===== config.mk =====
export PLATFORM = sky130hd
export DESIGN_NAME = ping_emulator
export DESIGN_NICKNAME = d
export VERILOG_FILES = /design/src/rtl/ping_emulator.sv
export SDC_FILE = /design/constraint.sdc
export NUM_CORES = 1
export LEC_CHECK = 0
export ABC_AREA = 1
export CAP_MARGIN = 20
export CORE_MARGIN = 8
export CORE_UTILIZATION = 60
export DETAILED_ROUTE_END_ITERATION = 10
export PLACE_DENSITY = 0.83
export SLEW_MARGIN = 20
export SYNTH_ARGS = -nofsm -noshare
export SYNTH_HDL_FRONTEND = slang
export SYNTH_SLANG_ARGS = --single-unit

===== constraint.sdc =====
create_clock -name clk -period 15.5 [get_ports clk]
set_input_delay 2.325 -clock clk [delete_from_list [all_inputs] [get_ports clk]]
set_output_delay 2.325 -clock clk [all_outputs]
set_load 0.05 [all_outputs]

===== src/rtl/ping_emulator.sv =====
// Multi-channel acoustic ping source: periodic tone bursts with per-channel start
// delays, used to stimulate the hydrophone receive chain with known TDOAs.

module ping_lane #(
  parameter int CNT_W   = 16,
  parameter int DLY_W   = 12,
  parameter int BURST_W = 10,
  parameter int HALF_W  = 8
) (
  input  logic               clk,
  input  logic               rst_n,
  input  logic               run,
  input  logic [CNT_W:0]     t,
  input  logic [DLY_W-1:0]   dly,
  input  logic [BURST_W-1:0] burst,
  input  logic [HALF_W-1:0]  half,
  output logic               tone
);
  // Inputs are the values the controller will hold next cycle, so the tone
  // register lines up with the registered ping_start/t of the same cycle.
  logic [CNT_W:0]  d_x, e_x;
  logic [HALF_W-1:0] ph, ph_n;
  logic lvl, lvl_n, gate;

  assign d_x  = {{(CNT_W+1-DLY_W){1'b0}}, dly};
  assign e_x  = d_x + {{(CNT_W+1-BURST_W){1'b0}}, burst};
  assign gate = run && (t >= d_x) && (t < e_x);

  always_comb begin
    ph_n  = ph;
    lvl_n = lvl;
    if (gate) begin
      if (t == d_x) begin
        ph_n  = '0;
        lvl_n = 1'b1;
      end else if (ph == half) begin
        ph_n  = '0;
        lvl_n = ~lvl;
      end else begin
        ph_n  = ph + HALF_W'(1);
      end
    end
  end

  always_ff @(posedge clk or negedge rst_n) begin
    if (!rst_n) begin
      ph   <= '0;
      lvl  <= 1'b0;
      tone <= 1'b0;
    end else begin
      ph   <= ph_n;
      lvl  <= lvl_n;
      tone <= gate & lvl_n;
    end
  end
endmodule

module ping_emulator #(
  parameter int N_CH    = 4,
  parameter int CNT_W   = 16,
  parameter int DLY_W   = 12,
  parameter int BURST_W = 10,
  parameter int HALF_W  = 8
) (
  input  logic                  clk,
  input  logic                  rst_n,
  input  logic                  enable,
  input  logic [CNT_W-1:0]      period,
  input  logic [BURST_W-1:0]    burst_len,
  input  logic [HALF_W-1:0]     tone_half,
  input  logic [N_CH*DLY_W-1:0] delay_flat,
  output logic [N_CH-1:0]       ping_out,
  output logic                  ping_start,
  output logic                  busy,
  output logic                  cfg_err
);
  typedef enum logic [1:0] {IDLE, ACTIVE, WAIT} state_t;

  state_t state, state_n;
  logic [CNT_W:0] t, t_n, alen_q, alen_in, per_x;
  logic [CNT_W-1:0] period_q, period_n;
  logic [BURST_W-1:0] burst_q, burst_n;
  logic [HALF_W-1:0] half_q, half_n;
  logic [N_CH-1:0][DLY_W-1:0] dly_in, dly_q, dly_n;
  logic start, run_n, err_n;

  assign dly_in = delay_flat;
  assign per_x  = {1'b0, period_q};

  function automatic logic [CNT_W:0] calc_alen(input logic [N_CH-1:0][DLY_W-1:0] d,
                                               input logic [BURST_W-1:0] b);
    logic [DLY_W-1:0] m;
    logic [CNT_W:0] r;
    m = '0;
    for (int i = 0; i < N_CH; i++)
      if (d[i] > m) m = d[i];
    r = {{(CNT_W+1-DLY_W){1'b0}}, m} + {{(CNT_W+1-BURST_W){1'b0}}, b};
    if (r == '0) r = (CNT_W+1)'(1);
    return r;
  endfunction

  assign alen_q  = calc_alen(dly_q, burst_q);
  assign alen_in = calc_alen(dly_in, burst_len);

  always_comb begin
    state_n = state;
    t_n     = t + (CNT_W+1)'(1);
    start   = 1'b0;
    case (state)
      IDLE:   if (enable) start = 1'b1;
      ACTIVE: if (t == alen_q - (CNT_W+1)'(1)) begin
                if (enable && per_x > alen_q) state_n = WAIT;
                else if (enable)              start   = 1'b1;
                else                          state_n = IDLE;
              end
      WAIT:   if (!enable)                             state_n = IDLE;
              else if (t == per_x - (CNT_W+1)'(1))     start   = 1'b1;
      default: state_n = IDLE;
    endcase
    if (start) begin
      state_n = ACTIVE;
      t_n     = '0;
    end
    if (state_n == IDLE) t_n = '0;
    run_n    = (state_n == ACTIVE);
    // New configuration is captured at every t=0; otherwise hold the latched copy.
    period_n = start ? period     : period_q;
    burst_n  = start ? burst_len  : burst_q;
    half_n   = start ? tone_half  : half_q;
    dly_n    = start ? dly_in     : dly_q;
    err_n    = cfg_err | (start && ((period == '0) || ({1'b0, period} <= alen_in)));
  end

  always_ff @(posedge clk or negedge rst_n) begin
    if (!rst_n) begin
      state      <= IDLE;
      t          <= '0;
      period_q   <= '0;
      burst_q    <= '0;
      half_q     <= '0;
      dly_q      <= '0;
      ping_start <= 1'b0;
      busy       <= 1'b0;
      cfg_err    <= 1'b0;
    end else begin
      state      <= state_n;
      t          <= t_n;
      period_q   <= period_n;
      burst_q    <= burst_n;
      half_q     <= half_n;
      dly_q      <= dly_n;
      ping_start <= start;
      busy       <= (state_n != IDLE);
      cfg_err    <= err_n;
    end
  end

  for (genvar g = 0; g < N_CH; g++) begin : g_lane
    ping_lane #(.CNT_W(CNT_W), .DLY_W(DLY_W), .BURST_W(BURST_W), .HALF_W(HALF_W)) u_lane (
      .clk   (clk),
      .rst_n (rst_n),
      .run   (run_n),
      .t     (t_n),
      .dly   (dly_n[g]),
      .burst (burst_n),
      .half  (half_n),
      .tone  (ping_out[g])
    );
  end
endmodule


==> metrics.txt <==
Fmax=0.0720 GHz; row count=60; top-area cell type share of the netlist area=22.0%; TritonCTS clock tree=done; Synth async-reset ratio=100%; top cells by count, synth=679 x nand2_1, 317 x inv_1, 261 x ha_1; hold-critical path depth=1; RSZ-0062 raised after global routing=false; Max-slew headroom=25.9%; num ports=92; final design utilization=67.6%; number of global-route vias before repair=15800; syn_nets=2738; post-route setup TNS=0 ps; Synth Flop Type=dfrtp_1; die extent in x=181 um; Final setup viols=0; Crit-path slowest cell=nand2_4; cells after synthesis=2386; top cells by area, synth=dfrtp_1 22%, ha_1 20%, nand2_1 16%; Area Growth Syn to Fin=11.1%; outcome=finished, final reports clean; cell with the most instances after synthesis=nand2_1; placed cells=2788; Worst-Skew Late Latency=450 ps; Core Footprint=26900 sq um; worst flop-to-flop path startpoint=dly_q[11]; drt drc=0; min Tclk post-route=13890 ps; Die Y=181 um; final hold slack=468 ps; Final ANT Viol Nets=0; worst slew pin tran=1110 ps; Reg2Reg Depth=80; initial antenna violation count=0; sequential-to-total area share from yosys stat=22.0%; Worst setup SP type=flop; Yosys reg bits=144; Max stage delay on crit path=550 ps; Post-synth EDFFs=0; Worst EP required=15830 ps; Pwr Total=0.00244 W; LEAKAGE=9.70 nW; Hold Crit Endpoint=cfg_err; final hold vios=0; first-pass GRT wire length=81000 um; number of max-slew violations in the final report=0; maximum vdd ir drop=0.106 mV; Post-Route WL=50400 um; Max Buffers Root-to-Sink=2; Register-to-Register Setup Slack=1610 ps; I/O Buffers=91; GRT Residual Overflow=0; share of cells above drive strength 1=4.72%; vias=16300; RR Endpoint=g_lane[0].u_lane.lvl; Global Route Usage Sum=30.6%; distinct cell type count after synthesis=53; max-cap viol count=0; most used cell, CP=nand2_1; post-detail-place hpwl=40900 um; # Post-CTS Setup Buffers=0; largest net degree at the start of global routing=76; CP endpoint kind=flop; fin crit share=89.6%; CP Max Fanout=68; Clk pin slew, worst setup/hold paths=70 ps; Mapped Area=16400 sq um; hold buffers post-CTS=0; Worst Clk Skew=13.5 ps; gpl congestion=0.986; root buffer cell=clkbuf_16; final std cells w/o fill=2820; Die Area=32800 sq um; HP Start=cfg_err; Avg Cell Area, Syn=6.86 sq um; htree depth=4; clock sinks=144; drt pass-1 iters=7; Yosys warning total=0; drt wl/cell=17.9 um; final net count=2818; Power Density=134 nW/um^2; diodes inserted=0; area leader, netlist=dfrtp_1; fill count=2343; Hold WC Path Type=reg -> reg; crit path DAT=14210 ps; Initial Utilization=60.9%; CP Class=reg -> reg; number of DRC markers in iteration 0=1420; CTS Buf Count=17; routed vias/inst=5.78
-- final cells by class --
cell class	instances	area [sq um]	area share, %
clock inverter	15	150	0.826
timing repair buffer	105	1020	5.60
sequential	144	3600	19.8
inverter	323	1210	6.68
multi-input combinational	1875	11300	62.4
clock buffer	17	425	2.34
tap	341	427	2.35
-- sequential cells by signal, indices dropped and copies added, names as in the netlist --
| register | flops |
|---|---|
| cfg_err | 1 |
| dly_q | 48 |
| burst_q | 10 |
| g_lane.u_lane.lvl | 4 |
| period_q | 16 |
| g_lane.u_lane.ph | 32 |
| busy | 1 |
| t | 17 |
| ping_start | 1 |
| state | 2 |
| g_lane.u_lane.tone | 4 |
| half_q | 8 |
-- cell usage in the layout, fill, tap and decap left out, types with 14 or more instances in the layout --
cell,instances
a21oi_1,131
buf_4,14
clkbuf_16,17
clkdlybuf4s50_1,90
dfrtp_1,144
ha_1,261
inv_1,317
nand2_1,678
nand2_2,16
nand3_1,132
nand4_1,46
nor2_1,137
nor3_1,41
o21ai_0,168
o21bai_1,22
or2_2,15
xnor2_1,27
xor2_1,86
-- power by group --
| part | total (W) | internal (W) | leakage [nW] | switching (W) |
|---|---|---|---|---|
| sequential | 0.000475 | 0.000417 | 1.78 | 0.0000585 |
| combinational | 0.00155 | 0.000569 | 7.64 | 0.000976 |
| clock | 0.000419 | 0.000226 | 0.280 | 0.000193 |
| total | 0.00244 | 0.00121 | 9.70 | 0.00123 |
-- per-layer routing --
metal	up-vias	track usage, %	part of all wire [%]
met1	7465	39.2	43
met3	148	4.55	6.9
li1	8035	-	-
met5	-	0	0
met4	0	14.5	4.7
met2	647	49.9	45
-- how the worst max path moves through the flow --
| stage | end | cells after the start | slack, ps | start |
|---|---|---|---|---|
| floorplan | g_lane[2].u_lane.lvl | 81 | 3920 | dly_q[23] |
| detailed placement | g_lane[2].u_lane.ph[2] | 78 | 1660 | dly_q[11] |
| global placement | g_lane[2].u_lane.ph[5] | 75 | 1950 | dly_q[23] |
| global route | g_lane[0].u_lane.ph[6] | 80 | 210 | dly_q[11] |
| finish | g_lane[0].u_lane.lvl | 80 | 1610 | dly_q[11] |
| CTS | g_lane[2].u_lane.ph[2] | 78 | 1520 | dly_q[11] |
-- kinds of logic (layout without fill, tap and decap cells) --
family	count (synthesis)	in the layout	share of synthesized area [%]
compound gates	388	388	13.4
fa+ha+maj	267	267	20.7
buf+inv	367	460	8.83
simple gates	1107	1107	29.1
xor+xnor	113	113	6.05
flops	144	144	22.0
-- critical path, delay by kind of cell, from the launching register on --
family | cells | cell delay (ps)
AO/OA/AOI/OAI | 14 | 2870
XOR/XNOR | 2 | 540
adder cells (fa/ha/maj) | 7 | 2350
buffers and inverters | 11 | 1370
flip-flops | 1 | 370
AND/OR/NAND/NOR | 46 | 6200
-- through the flow --
step | cell area [sq um] | setup slack, ps
CTS | 18200 | 1520
detailed placement | 17600 | 1660
floorplan | 16400 | 3920
global route | 18200 | 213
global placement | 17600 | 1950
finish | 18200 | 1610
-- repair_timing --
item,4_1_cts,5_1_grt
endpoints found under the setup margin,0,30
resized for setup,0,5
endpoints found under the hold margin,0,0
(Power assumes the default switching activity.)
